==> src/rtl/complete_arbiter.sv <==
`default_nettype none
// ============================================================================
// Module   : complete_arbiter
// Purpose  : Round-robin arbiter sharing the two-wide completion/forwarding
//            bus between three functional units. Up to two results are
//            granted per cycle and registered onto two broadcast slots.
// Revision : 1.0 - initial release
// ============================================================================
module complete_arbiter #(
  parameter int DATA_W = 32,
  parameter int PREG_W = 6,
  parameter int ROB_W  = 4,
  parameter int PC_W   = 7
) (
  input  logic              clk,
  input  logic              rst_n,
  input  logic              req_valid_1,
  input  logic [DATA_W-1:0] req_result_1,
  input  logic [PREG_W-1:0] req_dest_1,
  input  logic [ROB_W-1:0]  req_rob_1,
  input  logic [PC_W-1:0]   req_pc_1,
  output logic              req_ready_1,
  input  logic              req_valid_2,
  input  logic [DATA_W-1:0] req_result_2,
  input  logic [PREG_W-1:0] req_dest_2,
  input  logic [ROB_W-1:0]  req_rob_2,
  input  logic [PC_W-1:0]   req_pc_2,
  output logic              req_ready_2,
  input  logic              req_valid_3,
  input  logic [DATA_W-1:0] req_result_3,
  input  logic [PREG_W-1:0] req_dest_3,
  input  logic [ROB_W-1:0]  req_rob_3,
  input  logic [PC_W-1:0]   req_pc_3,
  output logic              req_ready_3,
  input  logic              stall_i,
  input  logic              flush_i,
  output logic              cdb_valid_0,
  output logic [DATA_W-1:0] cdb_result_0,
  output logic [PREG_W-1:0] cdb_dest_0,
  output logic [ROB_W-1:0]  cdb_rob_0,
  output logic [PC_W-1:0]   cdb_pc_0,
  output logic [1:0]        cdb_fu_0,
  output logic              cdb_valid_1,
  output logic [DATA_W-1:0] cdb_result_1,
  output logic [PREG_W-1:0] cdb_dest_1,
  output logic [ROB_W-1:0]  cdb_rob_1,
  output logic [PC_W-1:0]   cdb_pc_1,
  output logic [1:0]        cdb_fu_1,
  output logic [31:0]       grant_cnt,
  output logic [15:0]       conflict_cnt
);

  // Requester fields gathered into arrays indexed by FU number minus one
  logic [2:0]        valid_w;
  logic [DATA_W-1:0] res_w  [3];
  logic [PREG_W-1:0] dest_w [3];
  logic [ROB_W-1:0]  rob_w  [3];
  logic [PC_W-1:0]   pc_w   [3];

  assign valid_w   = {req_valid_3, req_valid_2, req_valid_1};
  assign res_w[0]  = req_result_1;
  assign res_w[1]  = req_result_2;
  assign res_w[2]  = req_result_3;
  assign dest_w[0] = req_dest_1;
  assign dest_w[1] = req_dest_2;
  assign dest_w[2] = req_dest_3;
  assign rob_w[0]  = req_rob_1;
  assign rob_w[1]  = req_rob_2;
  assign rob_w[2]  = req_rob_3;
  assign pc_w[0]   = req_pc_1;
  assign pc_w[1]   = req_pc_2;
  assign pc_w[2]   = req_pc_3;

  // State: priority pointer, two broadcast slots, two counters
  logic [1:0]        rr_ptr_q, rr_ptr_d;
  logic              valid_q  [2];
  logic              valid_d  [2];
  logic [DATA_W-1:0] res_q    [2];
  logic [DATA_W-1:0] res_d    [2];
  logic [PREG_W-1:0] dest_q   [2];
  logic [PREG_W-1:0] dest_d   [2];
  logic [ROB_W-1:0]  rob_q    [2];
  logic [ROB_W-1:0]  rob_d    [2];
  logic [PC_W-1:0]   pc_q     [2];
  logic [PC_W-1:0]   pc_d     [2];
  logic [1:0]        fu_q     [2];
  logic [1:0]        fu_d     [2];
  logic [31:0]       grant_cnt_q, grant_cnt_d;
  logic [15:0]       conflict_cnt_q, conflict_cnt_d;

  // Selected FU per slot, encoded 1..3 with 0 meaning no grant
  logic [1:0] sel_w [2];
  logic [1:0] scan_w [3];
  logic       xfer_w;

  // Scan requesters starting at rr_ptr; first two valid ones take slots 0 and 1
  always_comb begin
    sel_w[0]  = 2'd0;
    sel_w[1]  = 2'd0;
    scan_w[0] = rr_ptr_q;
    scan_w[1] = (rr_ptr_q == 2'd2) ? 2'd0 : rr_ptr_q + 2'd1;
    scan_w[2] = (scan_w[1] == 2'd2) ? 2'd0 : scan_w[1] + 2'd1;
    for (int i = 0; i < 3; i++) begin
      if (valid_w[scan_w[i]]) begin
        if (sel_w[0] == 2'd0) begin
          sel_w[0] = scan_w[i] + 2'd1;
        end else if (sel_w[1] == 2'd0) begin
          sel_w[1] = scan_w[i] + 2'd1;
        end
      end
    end
  end

  // Ready is suppressed under stall, flush and while reset is held
  assign xfer_w      = !stall_i && !flush_i && rst_n;
  assign req_ready_1 = xfer_w && ((sel_w[0] == 2'd1) || (sel_w[1] == 2'd1));
  assign req_ready_2 = xfer_w && ((sel_w[0] == 2'd2) || (sel_w[1] == 2'd2));
  assign req_ready_3 = xfer_w && ((sel_w[0] == 2'd3) || (sel_w[1] == 2'd3));

  // Next-state: slot loading, pointer rotation and counter updates
  always_comb begin
    rr_ptr_d       = rr_ptr_q;
    grant_cnt_d    = grant_cnt_q;
    conflict_cnt_d = conflict_cnt_q;
    for (int s = 0; s < 2; s++) begin
      valid_d[s] = valid_q[s];
      res_d[s]   = res_q[s];
      dest_d[s]  = dest_q[s];
      rob_d[s]   = rob_q[s];
      pc_d[s]    = pc_q[s];
      fu_d[s]    = fu_q[s];
    end
    if (flush_i) begin
      rr_ptr_d = 2'd0;
      for (int s = 0; s < 2; s++) begin
        valid_d[s] = 1'b0;
        fu_d[s]    = 2'd0;
      end
    end else if (stall_i) begin
      for (int s = 0; s < 2; s++) begin
        valid_d[s] = 1'b0;
        fu_d[s]    = 2'd0;
      end
    end else begin
      if ((&valid_w) && (conflict_cnt_q != 16'hFFFF)) begin
        conflict_cnt_d = conflict_cnt_q + 16'd1;
      end
      grant_cnt_d = grant_cnt_q + {31'd0, sel_w[0] != 2'd0} + {31'd0, sel_w[1] != 2'd0};
      for (int s = 0; s < 2; s++) begin
        if (sel_w[s] != 2'd0) begin
          valid_d[s] = 1'b1;
          fu_d[s]    = sel_w[s];
          res_d[s]   = res_w[sel_w[s] - 2'd1];
          dest_d[s]  = dest_w[sel_w[s] - 2'd1];
          rob_d[s]   = rob_w[sel_w[s] - 2'd1];
          pc_d[s]    = pc_w[sel_w[s] - 2'd1];
        end else begin
          valid_d[s] = 1'b0;
          fu_d[s]    = 2'd0;
        end
      end
      // Priority moves past the last granted FU (FU n -> index n mod 3)
      if (sel_w[1] != 2'd0) begin
        rr_ptr_d = (sel_w[1] == 2'd3) ? 2'd0 : sel_w[1];
      end else if (sel_w[0] != 2'd0) begin
        rr_ptr_d = (sel_w[0] == 2'd3) ? 2'd0 : sel_w[0];
      end
    end
  end

  // State registers with asynchronous clear
  always_ff @(posedge clk or negedge rst_n) begin
    if (!rst_n) begin
      rr_ptr_q       <= 2'd0;
      grant_cnt_q    <= 32'd0;
      conflict_cnt_q <= 16'd0;
      for (int s = 0; s < 2; s++) begin
        valid_q[s] <= 1'b0;
        res_q[s]   <= '0;
        dest_q[s]  <= '0;
        rob_q[s]   <= '0;
        pc_q[s]    <= '0;
        fu_q[s]    <= 2'd0;
      end
    end else begin
      rr_ptr_q       <= rr_ptr_d;
      grant_cnt_q    <= grant_cnt_d;
      conflict_cnt_q <= conflict_cnt_d;
      for (int s = 0; s < 2; s++) begin
        valid_q[s] <= valid_d[s];
        res_q[s]   <= res_d[s];
        dest_q[s]  <= dest_d[s];
        rob_q[s]   <= rob_d[s];
        pc_q[s]    <= pc_d[s];
        fu_q[s]    <= fu_d[s];
      end
    end
  end

  assign cdb_valid_0  = valid_q[0];
  assign cdb_result_0 = res_q[0];
  assign cdb_dest_0   = dest_q[0];
  assign cdb_rob_0    = rob_q[0];
  assign cdb_pc_0     = pc_q[0];
  assign cdb_fu_0     = fu_q[0];
  assign cdb_valid_1  = valid_q[1];
  assign cdb_result_1 = res_q[1];
  assign cdb_dest_1   = dest_q[1];
  assign cdb_rob_1    = rob_q[1];
  assign cdb_pc_1     = pc_q[1];
  assign cdb_fu_1     = fu_q[1];
  assign grant_cnt    = grant_cnt_q;
  assign conflict_cnt = conflict_cnt_q;

endmodule
`default_nettype wire

==> config.mk <==
export PLATFORM = sky130hd
export DESIGN_NAME = complete_arbiter
export DESIGN_NICKNAME = d
export VERILOG_FILES = /design/src/rtl/complete_arbiter.sv
export SDC_FILE = /design/constraint.sdc
export NUM_CORES = 1
export LEC_CHECK = 0
export ABC_AREA = 1
export CORE_MARGIN = 1
export CORE_UTILIZATION = 40
export CTS_CLUSTER_SIZE = 28
export DETAILED_ROUTE_END_ITERATION = 7
export DONT_BUFFER_PORTS = 1
export GPL_TIMING_DRIVEN = 0
export REMOVE_ABC_BUFFERS = 1
export SYNTH_ARGS = -nofsm -noshare
export SYNTH_HDL_FRONTEND = slang
export SYNTH_SLANG_ARGS = --single-unit
export TNS_END_PERCENT = 10
==> constraint.sdc <==
create_clock -name clk -period 9.85 [get_ports clk]
set_input_delay 1.4775 -clock clk [delete_from_list [all_inputs] [get_ports clk]]
set_output_delay 1.4775 -clock clk [all_outputs]
set_load 0.02 [all_outputs]
==> run_results.csv, run 1 <==
group,metric,value,unit
status,status,"finished, violations left",
status,violations,"capacitance limit",
hold_path,hp-start,"rr_ptr_q[1]$_DFFE_PN0P_",
drt,drc,0,
clock_network,tritoncts,"built",
drt,wl_per_cell,17.66,um
flow_run,maxCapViolations,1,
drt,first_pass_iters,5,
finish,drive_above_1_share,4.404,%
die,die-width,156.7,um
sta,period_needed,7.498,ns
synth,synth_top_area_share,40.25,%
clock_network,post-cts-setup-buffers,0,
placement,dp_hpwl,19060,um
drt,ant_nets,0,
setup_path,timing.rr.start,"rr_ptr_q[0]$_DFFE_PN0P_",
setup_path,cp.arrival,6.02,ns
die,core_region_area,23470,um2
setup_path,crit_required,8.37,ns
placement,routabilityCongestion,0.8190,
placement,io_buffers,0,
finish,nFillCells,2461,
synth,syn-cell-area,9574,um2
die,fp.dieH,156.7,um
drt,vias_per_cell,5.214,
finish,regArea,3854,um2
clock_network,cts_hold_buf,0,
setup_path,timing.critical_path.from,"req_valid_3",
drt,drt-total-wl,30100,um
global_route,grt_usage,24.29,%
sta,hold_viol_final,0,
synth,synth_compound_area_share,8.795,%
synth,synth_enable_flop_cells,0,
drt,first_iter_violations,594,
setup_path,crit_type,"in -> out",
sta,setup_viol,0,
die,num_rows,56,
global_route,grt.overflow.total,0,
clock_network,path_clk_slew,0.07,ns
setup_path,r2r_cells,22,
finish,syn_to_final_growth,9.357,%
clock_network,htree_num_levels,4,
hold_path,hold_class,"reg -> reg",
synth,synth_ff_type,"dfrtp_1",
synth,synth_seq_cells,154,
setup_path,worstSetupEndpoint,"req_ready_2",
synth,synth_top_family_by_area,"simple AND/OR/NAND/NOR gates",
sta,tightestPinTransition,1.492,ns
setup_path,r2r_setup_slack,3.28,ns
die,initial_core_util,40.79,%
synth,ys_types,34,
setup_path,startpoint_type,"primary input",
synth,ys_seq_area_share,40.25,%
synth,synthTopCellsByArea,"dfrtp_1 (40%), nand2_1 (14%), nand3_1 (8.5%), nor2_1 (8.2%), inv_1 (7.5%)",
sta,skew,0.01291,ns
synth,ys_async_sr_fraction,100.0,%
clock_network,cts-root-buf,"clkbuf_16",
clock_network,cts_made_buffers,17,
synth,yosysTopAreaCell,"dfrtp_1",
sta,fin_crit_sh,76.12,%
clock_network,cts_resized,0,
sta,holdWs,0.5842,ns
setup_path,end_kind,"output port",
sta,clock.fmax,133.4,MHz
drt,vias,8885,
setup_path,reg2reg_to,"grant_cnt[28]$_DFFE_PN0P_",
placement,placed_area,9884,um2
sta,rsz0062_at_grt,"no",
global_route,grt_max_degree,156,
setup_path,critPathMaxFanout,74,
synth,yosys.area_share.xor_xnor,3.842,%
die,die_area,24560,um2
synth,muxShareOfSynthArea,0,%
synth,yosys.area_share.simple,33.57,%
finish,finalNonFillerCells,1704,
finish,stdcell_area,10470,um2
clock_network,cts_buffer_depth,2,
sta,slew_headroom,0.5441,%
global_route,grt_antenna_before_repair,0,
finish,multi_input_area,4697,um2
global_route,grt_pass1_vias,8396,
clock_network,clock_latency,0.43,ns
synth,postSynthAreaPerCell,6.719,um2
synth,synth_cells,1425,
clock_network,clock_sinks,154,
placement,placed_cells,1672,
synth,synthAdderAreaFrac,2.300,%
global_route,grt_pass1_wl,46050,um
finish,insertedDiodeCount,0,
die,ios,309,
sta,drv_slew,0,
synth,synth.yosys.warnings,0,
finish,nets,1543,
-- cell type report --
cell class	count	area share [%]
clock buffer	19	4.326
clock inverter	13	1.267
inverter	195	7.039
multi-input combinational	996	44.86
sequential	154	36.81
tap	319	3.812
timing repair buffer	8	1.888
-- layer usage --
layer | vias to the layer above | routed length, um | global-route usage [%]
li1 | 4324 | - | -
met4 | 0 | 716 | 9.290
met5 | - | 0 | 0
met3 | 44 | 3368 | 8.723
met1 | 4159 | 12650 | 29.99
met2 | 358 | 13360 | 38.56
-- through the flow --
step / utilization (%) / worst slack (ns) / TNS (ns)
after global routing: 44.61 / 2.133 / 0
after detailed placement: 42.11 / 2.399 / 0
after CTS: 44.61 / 2.390 / 0
final: 44.61 / 2.352 / 0
after floorplan: - / 1.481 / 0
after global placement: 41.02 / -4.749 / -239.37
-- cells in the final DEF, fill, tap and decap left out, types with 2 or more instances in the layout --
cell,n
xor2_1,26
clkbuf_16,17
nand4_1,14
inv_1,190
nor4_1,4
nand2_2,2
inv_2,3
nor3_1,10
a21oi_1,126
inv_6,4
dfrtp_1,154
nand3_1,163
nor2_4,2
o21ai_0,7
a21oi_2,2
o21ai_1,22
nand2_1,362
buf_16,5
nor3_2,2
xnor2_1,16
inv_4,2
clkinv_4,4
ha_4,2
nor2_2,2
buf_12,3
a311oi_1,2
inv_8,2
clkbuf_8,2
clkinv_2,2
nor2_1,208
ha_1,14
-- state kept, by name, indices dropped and copies added, names as in the netlist --
name / flops
cdb_result_0: 32
cdb_result_1: 32
grant_cnt: 32
conflict_cnt: 16
cdb_pc_0: 7
cdb_pc_1: 7
cdb_dest_0: 6
cdb_dest_1: 6
cdb_rob_0: 4
cdb_rob_1: 4
cdb_fu_0: 2
cdb_fu_1: 2
rr_ptr_q: 2
cdb_valid_0: 1
cdb_valid_1: 1
-- cell usage after synthesis, types with 2 or more instances --
library cell / instances
nand4_1: 14
inv_1: 191
nand3_1: 163
clkbuf_1: 49
a21oi_1: 126
nor3_1: 10
a21oi_2: 2
nor2_1: 210
a311oi_1: 2
xor2_1: 26
xnor2_1: 16
ha_1: 16
dfrtp_1: 154
o21ai_1: 22
inv_2: 4
nor4_1: 4
buf_2: 23
buf_4: 4
nor3_2: 2
buf_1: 4
nand2_1: 364
o21ai_0: 7
-- critical path: stages --
cell and delay (ns):
inv_1 0.07, o21ai_0 0.11, nand3_1 0.12, inv_1 0.09
a21oi_2 1.15, nand2_2 1.14, inv_4 1.11, ha_1 0.32
nor2_1 0.06, nor2_1 0.35
-- how the worst min path moves through the flow --
stage / endpoint / slack [ns] / cells after the start
6_report: rr_ptr_q[1]$_DFFE_PN0P_ / 0.58 / 2
5_1_grt: rr_ptr_q[1]$_DFFE_PN0P_ / 0.63 / 2
4_1_cts: rr_ptr_q[1]$_DFFE_PN0P_ / 0.58 / 2
3_5_place_dp: rr_ptr_q[1]$_DFFE_PN0P_ / 0.58 / 2
3_3_place_gp: rr_ptr_q[1]$_DFFE_PN0P_ / 0.57 / 2
2_1_floorplan: rr_ptr_q[1]$_DFFE_PN0P_ / 0.55 / 2
-- kinds of logic (layout without fill, tap and decap cells) --
kind of cell / Yosys count / count (layout)
flip-flops: 154 / 154
AO/OA/AOI/OAI: 163 / 163
adder cells (fa/ha/maj): 17 / 17
AND/OR/NAND/NOR: 774 / 774
XOR/XNOR: 42 / 42
buffers and inverters: 275 / 235
Power of run 1 is not shown: default switching activity piles up to over one toggle a cycle in this logic, so the estimate is an artifact.
==> run 2, diff against run 1 <==
clock period = 6.85 ns   (was 9.85 ns; I/O delays follow)
==> run 2 against run 1 <==
Effect of this change: the run now ends clean; via count up 0.12%; global-route usage unchanged; cell area about the same; clock-buffer cell count unchanged.
==> run_results.csv, run 2 (synthesis gave the netlist of run 1 again) <==
group,metric,value,unit
die,num_rows,56,
placement,dp_hpwl,19060,um
clock_network,post-cts-setup-buffers,0,
sta,setup_viol,0,
setup_path,crit_type,"reg -> out",
global_route,grt_antenna_before_repair,0,
setup_path,cp_slowest_cell,"a21oi_2",
global_route,grtUsageMet1,29.99,%
sta,hold_viol_final,0,
drt,vias,8896,
setup_path,cp_num_cells,13,
die,ios,309,
setup_path,reg2reg_to,"grant_cnt[28]$_DFFE_PN0P_",
drt,wl_per_cell,17.73,um
clock_network,clock_sinks,154,
global_route,grt_pass1_wl,46050,um
setup_path,cp_top_family,"simple AND/OR/NAND/NOR gates",
die,die-width,156.7,um
placement,routabilityCongestion,0.8190,
global_route,grt_usage,24.29,%
finish,syn_to_final_growth,9.396,%
clock_network,cts_resized,0,
setup_path,r2r_setup_slack,0.64,ns
setup_path,critical-path-max-stage-delay,1.14,ns
global_route,grt_util_met2,38.56,%
global_route,grt_max_degree,156,
clock_network,path_clk_slew,0.08,ns
setup_path,end_kind,"output port",
setup_path,critPathMaxFanout,74,
finish,nets,1544,
sta,fin_crit_sh,93.58,%
global_route,use_met3,8.723,%
clock_network,htree_num_levels,4,
setup_path,r2r_cells,22,
status,status,"finished clean",
finish,final_cell_mix,"nand2_1 (363), nor2_1 (208), inv_1 (190), nand3_1 (163), dfrtp_1 (154)",
setup_path,cp_num_buf_inv,4,
drt,first_pass_iters,5,
sta,drv_slew,0,
clock_network,tritoncts,"built",
drt,drc,0,
sta,rsz0062_at_grt,"no",
hold_path,hold_class,"in -> async",
sta,slew_headroom,1.320,%
global_route,grt.overflow.total,0,
setup_path,timing.critical_path.from,"rr_ptr_q[0]$_DFFE_PN0P_",
finish,drive_above_1_share,4.401,%
sta,period_needed,6.410,ns
clock_network,cts_hold_buf,0,
setup_path,cp.arrival,5.38,ns
sta,holdWs,0.2810,ns
drt,ant_nets,0,
setup_path,crit_required,5.82,ns
setup_path,startpoint_type,"flop",
clock_network,clock_latency,0.43,ns
global_route,grt_pass1_vias,8396,
drt,vias_per_cell,5.218,
clock_network,cts_made_buffers,17,
global_route,grt.busiest_layer,"met2",
sta,clock.fmax,156.0,MHz
setup_path,timing.rr.start,"rr_ptr_q[0]$_DFFE_PN0P_",
sta,skew,0.01308,ns
die,die_area,24560,um2
clock_network,cts_buffer_depth,2,
drt,first_iter_violations,619,
finish,insertedDiodeCount,0,
setup_path,critical_path.cell_chain,"inv_2, ha_1, inv_1, nand2_1, nand3_1, nand3_1, inv_1, a21oi_2, nand2_2, inv_4, ha_1, nor2_1, nor2_1",
setup_path,worstSetupEndpoint,"req_ready_2",
clock_network,cts-root-buf,"clkbuf_16",
placement,io_buffers,0,
sta,tightestPinTransition,1.480,ns
die,core_region_area,23470,um2
die,initial_core_util,40.79,%
finish,final_common_cell,"nand2_1",
drt,drt-total-wl,30220,um
flow_run,maxCapViolations,0,
die,fp.dieH,156.7,um
## run 2: per-layer routing
layer	up-vias	part of all wire, %
li1	4335	-
met1	4160	42
met2	358	45
met3	43	11
met4	0	2.3
met5	-	0
## run 2: final cells by class
class | count | area, um2
Multi-Input combinational cell | 997 | 4701
Timing Repair Buffer | 8 | 197.7
Fill cell | 2461 | 13000
Clock inverter | 13 | 132.6
Inverter | 195 | 737.0
Tap cell | 319 | 399.1
Clock buffer | 19 | 452.9
Sequential cell | 154 | 3854
## run 2: worst min path at each step
stage | endpoint | startpoint | slack, ns | depth (start not counted)
2_1_floorplan | rr_ptr_q[1]$_DFFE_PN0P_ | rr_ptr_q[1]$_DFFE_PN0P_ | 0.55 | 2
3_3_place_gp | rr_ptr_q[1]$_DFFE_PN0P_ | rr_ptr_q[1]$_DFFE_PN0P_ | 0.57 | 2
3_5_place_dp | rr_ptr_q[1]$_DFFE_PN0P_ | rr_ptr_q[1]$_DFFE_PN0P_ | 0.58 | 2
4_1_cts | cdb_result_0[19]$_DFFE_PN0P_ | rst_n | 0.26 | 0
5_1_grt | cdb_pc_0[0]$_DFFE_PN0P_ | rst_n | 0.26 | 0
6_report | cdb_result_0[19]$_DFFE_PN0P_ | rst_n | 0.28 | 0
## run 2: stage by stage
stage	cell area (um2)	std cells	setup TNS (ns)	util [%]	setup slack (ns)
after global routing	10470	1705	0	44.62	0.1102
after detailed placement	9884	1672	0	42.11	0.05773
after global placement	9629	1664	-544.14	41.02	-7.299
after CTS	10470	1704	0	44.61	0.06960
after floorplan	9230	1345	-53.24	-	-1.069
final	10470	1705	0	44.62	0.4397
## run 2: worst register-to-register path, cell delays in order (launching register included)
cell and delay, ns:
dfrtp_1 0.45, inv_2 0.13, ha_1 0.19, inv_1 0.08, nand2_1 0.06, nand3_1 0.08
nand3_1 0.10, inv_1 0.09, a21oi_2 1.14, nand2_2 0.92, inv_4 0.99, ha_1 0.35
inv_1 0.07, fa_1 0.39, ha_1 0.21, nand4_1 0.13, nor2_1 0.10, nand2_1 0.16
nor3_2 0.07, nand2_1 0.10, nor2_1 0.09, nand3_1 0.09, xor2_1 0.15
Power of run 2 is left out for the same reason.
==> RTL edit 1, RTL diff (settings of run 2) <==
Set the parameter `ROB_W` to 6 (it was 4).
--- a/src/rtl/complete_arbiter.sv
+++ b/src/rtl/complete_arbiter.sv
@@ -9,7 +9,7 @@
 module complete_arbiter #(
   parameter int DATA_W = 32,
   parameter int PREG_W = 6,
-  parameter int ROB_W  = 4,
+  parameter int ROB_W  = 6,
   parameter int PC_W   = 7
 ) (
   input  logic              clk,
Ports: changed (5 resized); port bits go from 309 to 319. No check against the original RTL was run, so the function may have changed too.
==> RTL edit 1 against run 2 <==
Worst setup slack gained 0.50 ns; count of clock-buffer cells in the layout is the same; final area grew 4.1%; synthesized cell count grew 6.0%; via count grew 5.3%; sequential cell count grew 4; synthesized area grew 5.3%; wire length grew 3.8%; highest routed layer unchanged; worst hold slack gained 0.0080 ns.
==> RTL edit 1: results (changes against run 2) <==
[final_layout]
final-seq-area_um2 = 3954  ; +2.6%
drive_gt1_share_pct = 4.093  ; -0.31 points
num-fill-cells = 2584  ; +5.0%
nNetsFinal = 1630  ; +5.6%

[routing]
detail_route.wirelength_um = 31380  ; +3.8%
wire_per_inst_um = 17.53  ; -1.1%
num_vias = 9365  ; +5.3%
drt_iter0_markers = 691  ; +12%

[pwr]
ir_worst_vdd_uv = 894.7

[timing]
finalClockSkew_ns = 0.009045  ; -0.004036 ns
worst_pin_slew_ns = 1.355  ; -0.1256 ns

[worst_setup_path]
crit_arrival_ns = 6.21  ; +0.83 ns
rr_endpoint = grant_cnt[25]
regToRegSetupSlack_ns = 0.94  ; +0.30 ns
r2r_cells = 21  ; -4.5%
worst_path_max_delay_cell = nand2_4
crit_fanout = 52  ; -30%
slowest_delay_ns = 0.86  ; -0.28 ns

[clocking]
cts_setup_buffers = 0  ; unchanged
path_clk_slew_ns = 0.07
htreeDepth = 4  ; unchanged
cts_buffers = 17  ; unchanged

[synth]
synth_common_cells = nand2_1, nor2_1, inv_1
synthCells = 1510  ; +6.0%
synth_area_leaders = dfrtp_1, nand2_1, nand3_1, nor2_1, inv_1
yosysSeqAreaShare_pct = 39.24  ; -1.0 points

[placed_design]
dpl.hpwl_um = 19890  ; +4.3%
place_area_um2 = 10330  ; +4.5%
dpl.cell_count = 1758  ; +5.1%
gp_congestion = 0.8245  ; +0.67%

[global_route]
grt_max_degree = 160  ; +2.6%
grt_pass1_wl_um = 49190  ; +6.8%
grt_pass1_vias = 8825  ; +5.1%
grt_usage_pct = 24.23  ; -0.060 points

[run_status]
outcome = finished clean

RTL edit 1: per-layer routing:
| metal | track usage (%) | vias up | wire, µm | share of wire [%] |
|---|---|---|---|---|
| met4 | 7.804 | 0 | 586 | 1.9 |
| li1 | - | 4597 | - | - |
| met3 | 6.353 | 38 | 2390 | 7.6 |
| met2 | 38.65 | 329 | 14440 | 46 |
| met5 | 0 | - | 0 | 0 |
| met1 | 31.94 | 4401 | 13970 | 45 |
RTL edit 1: how the worst max path moves through the flow:
| stage | from | end | slack [ns] |
|---|---|---|---|
| final | rr_ptr_q[0] | grant_cnt[25] | 0.94 |
| after global routing | rr_ptr_q[0] | grant_cnt[21] | 0.44 |
| after detailed placement | req_valid_3 | grant_cnt[25] | 0.86 |
| after CTS | rr_ptr_q[0] | grant_cnt[21] | 0.95 |
| after global placement | req_valid_3 | cdb_rob_1[5] | -5.85 |
| after floorplan | req_valid_3 | cdb_dest_1[0] | -0.55 |
RTL edit 1: where the power goes:
group          internal (µW)  switching (µW)  total [µW]
clock network            503             454         957
registers               1290             735        2030
logic                   1300            2980        4280
RTL edit 1: final cells by class:
cell class | instances | area share (%)
multi-input combinational | 1062 | 46.00
timing repair buffer | 7 | 1.561
tap | 324 | 3.719
clock inverter | 13 | 1.102
inverter | 207 | 7.186
clock buffer | 19 | 4.156
sequential | 158 | 36.28
RTL edit 1: cells by family after synthesis:
| family | count (synthesis) | share of synthesized area [%] |
|---|---|---|
| simple gates | 825 | 34.17 |
| buf+inv | 290 | 11.46 |
| compound gates | 175 | 9.039 |
| flops | 158 | 39.24 |
| xor+xnor | 45 | 3.911 |
| fa+ha+maj | 17 | 2.185 |
RTL edit 1: through the flow:
stage / hold WS (ns) / setup WS (ns)
6_report: 0.2890 / 0.9439
5_1_grt: 0.2532 / 0.4400
3_3_place_gp: 0.6080 / -5.846
4_1_cts: 0.2610 / 0.9480
2_1_floorplan: 0.5836 / -0.5484
3_5_place_dp: 0.6079 / 0.8649
RTL edit 1: worst reg2reg max path, stage by stage, from the launching register on:
cell and delay (ns):
dfrtp_1 0.43, inv_2 0.13, ha_1 0.19, inv_1 0.08, ha_1 0.24, o21ai_0 0.24, nand3b_1 0.14, nor2_1 0.15
nand2_2 0.78, nand2_4 0.87, inv_1 0.22, ha_1 0.32, inv_1 0.15, fa_1 0.24, nand3_1 0.13, nor2_1 0.18
nand2_1 0.11, nor2_1 0.17, nand3_1 0.17, nor3b_1 0.49, nand4_1 0.20, xnor2_1 0.17
==> RTL edit 2, RTL diff (flow settings as in run 2) <==
Made on the original files. Reset style: synchronous (`rst_n`), changed in one clocked block. Comments in the files are not updated.
--- a/src/rtl/complete_arbiter.sv
+++ b/src/rtl/complete_arbiter.sv
@@ -169,7 +169,7 @@
   end
 
   // State registers with asynchronous clear
-  always_ff @(posedge clk or negedge rst_n) begin
+  always_ff @(posedge clk) begin
     if (!rst_n) begin
       rr_ptr_q       <= 2'd0;
       grant_cnt_q    <= 32'd0;
Check against the original RTL: not equivalent (a bounded check fails within 4 cycles, from zero or initial values and one cycle with rst_n low; the reset may be asserted at any time).
==> RTL edit 2 against run 2 <==
Worst hold slack better by 0.30 ns; wire length is 8.5% higher; sequential cell count stayed put; global-route usage is 2.7 points higher; final area is 1.3% lower; count of clock-buffer cells in the layout is 2 lower; synthesized area is 1.3% lower; maximum frequency is 11% higher; worst setup slack better by 0.65 ns; critical path type is now flip-flop to flip-flop.
==> RTL edit 2: results (changes against run 2) <==
[routing]
wire_per_inst_um = 18.23  ; +2.8%
vias_per_cell = 5.412  ; +3.7%
drt_iter0_markers = 908  ; +47%
detail_route.wirelength_um = 32790  ; +8.5%

[worst_setup_path]
r2r_cells = 24  ; +9.1%
crit_fanout = 50  ; -32%
regToRegSetupSlack_ns = 1.09  ; +0.45 ns
crit_arrival_ns = 6.10  ; +0.72 ns
rr_endpoint = grant_cnt[26]

[global_route]
grtUsageMet1_pct = 32.45  ; +2.5 points
grt_usage_pct = 26.96  ; +2.7 points
grt_util_met2_pct = 44.03  ; +5.5 points
grt_pass1_wl_um = 51320  ; +11%
grt_max_degree = 125  ; -20%

[synth]
yosysSeqAreaShare_pct = 32.63  ; -7.6 points
synth_area_per_cell_um2 = 6.132  ; -8.7%
synth_top_area_share_pct = 32.63  ; -7.6 points
synth_flop_cell = dfxtp_1
synth_common_cells = nand2_1, inv_1, a21oi_1
async_flop_share_pct = 0  ; -100 points

[run_status]
outcome = finished clean

[timing]
period_minus_slack_ns = 5.756  ; -0.6542 ns
maxSlewHeadroom_pct = 12.75  ; +11 points
finalClockSkew_ns = 0.01528  ; +0.002199 ns

[placed_design]
gp_congestion = 0.8464  ; +3.3%

[worst_hold_path]
hold_path_class = flip-flop to flip-flop

[final_layout]
drive_gt1_share_pct = 4.374  ; -0.027 points

[RTL edit 2: cell count changes in the layout (fill, tap and decap cells not counted), sizes merged, moves of 15 or more]
cell,change
nand2,-72
dfxtp,+154
inv,+78
nor2,-140
a21oi,+101
nand3,+53
o21ai,+92
xor2,-15
dfrtp,-154
[RTL edit 2: final cells by class]
cell class	count	area [µm²]
clock inverters	13	168.9
clock buffers	17	425.4
multi-input cells	1014	4965
inverters	275	1032
flip-flops and latches	154	3083
repair buffers	13	275.3
well taps	313	391.6
fillers	2412	12570
[RTL edit 2: critical path, stage by stage, from the launching register on]
cell,delay (ns)
dfxtp_1,0.47
inv_2,0.11
ha_1,0.24
inv_1,0.10
ha_1,0.20
nand2_1,0.06
o211ai_1,0.10
nand3b_1,0.15
inv_1,0.09
nand2_2,0.72
nand2_4,0.87
inv_1,0.23
ha_1,0.33
fa_1,0.39
inv_1,0.09
ha_1,0.17
nand2_1,0.12
nor3_4,0.23
nand3_1,0.17
nor2_1,0.21
nand2_1,0.12
nor2_1,0.19
nand2_1,0.10
nand2_1,0.06
nor3b_1,0.15
[RTL edit 2: power by group through the flow]
stage               clock network, µW  registers (µW)  logic (µW)
floorplan                           0            1260        1500
global placement                    0            1320        2190
detailed placement                  0            1320        2340
CTS                              1010            1300        2340
global route                     1050            1310        2640
finish                            997            1300        2360
[RTL edit 2: worst max path at each step]
| stage | from | to |
|---|---|---|
| floorplan | req_valid_1 | dest_q[0][10] |
| detailed placement | req_valid_1 | grant_cnt[26] |
| global placement | req_valid_3 | res_q[0][53] |
| CTS | rr_ptr_q[0] | grant_cnt[26] |
| global route | rr_ptr_q[0] | grant_cnt[26] |
| finish | rr_ptr_q[0] | grant_cnt[26] |
[RTL edit 2: stage by stage]
stage,cell area (µm²),hold WS (ns)
2_1_floorplan,9032,0.5260
3_3_place_gp,9424,0.5614
3_5_place_dp,9747,0.5649
4_1_cts,10340,0.5816
5_1_grt,10340,0.6036
6_report,10340,0.5777
[RTL edit 2: cell families (layout without fill, tap and decap cells)]
logic type / Yosys count / in the layout / share of synthesized area, %
flops: 154 / 154 / 32.63
mux: 2 / 2 / 0.2119
fa+ha+maj: 18 / 18 / 2.463
compound gates: 356 / 356 / 19.13
xor+xnor: 15 / 15 / 1.390
buf+inv: 373 / 318 / 15.33
simple gates: 623 / 623 / 28.84
[RTL edit 2: metal layers]
metal  part of all wire (%)  vias to the layer above  wire [µm]
li1                       -                     4798          -
met1                     41                     4420      13290
met2                     46                      461      15170
met3                     11                       58       3515
met4                    2.5                        0        816
met5                      0                        -          0
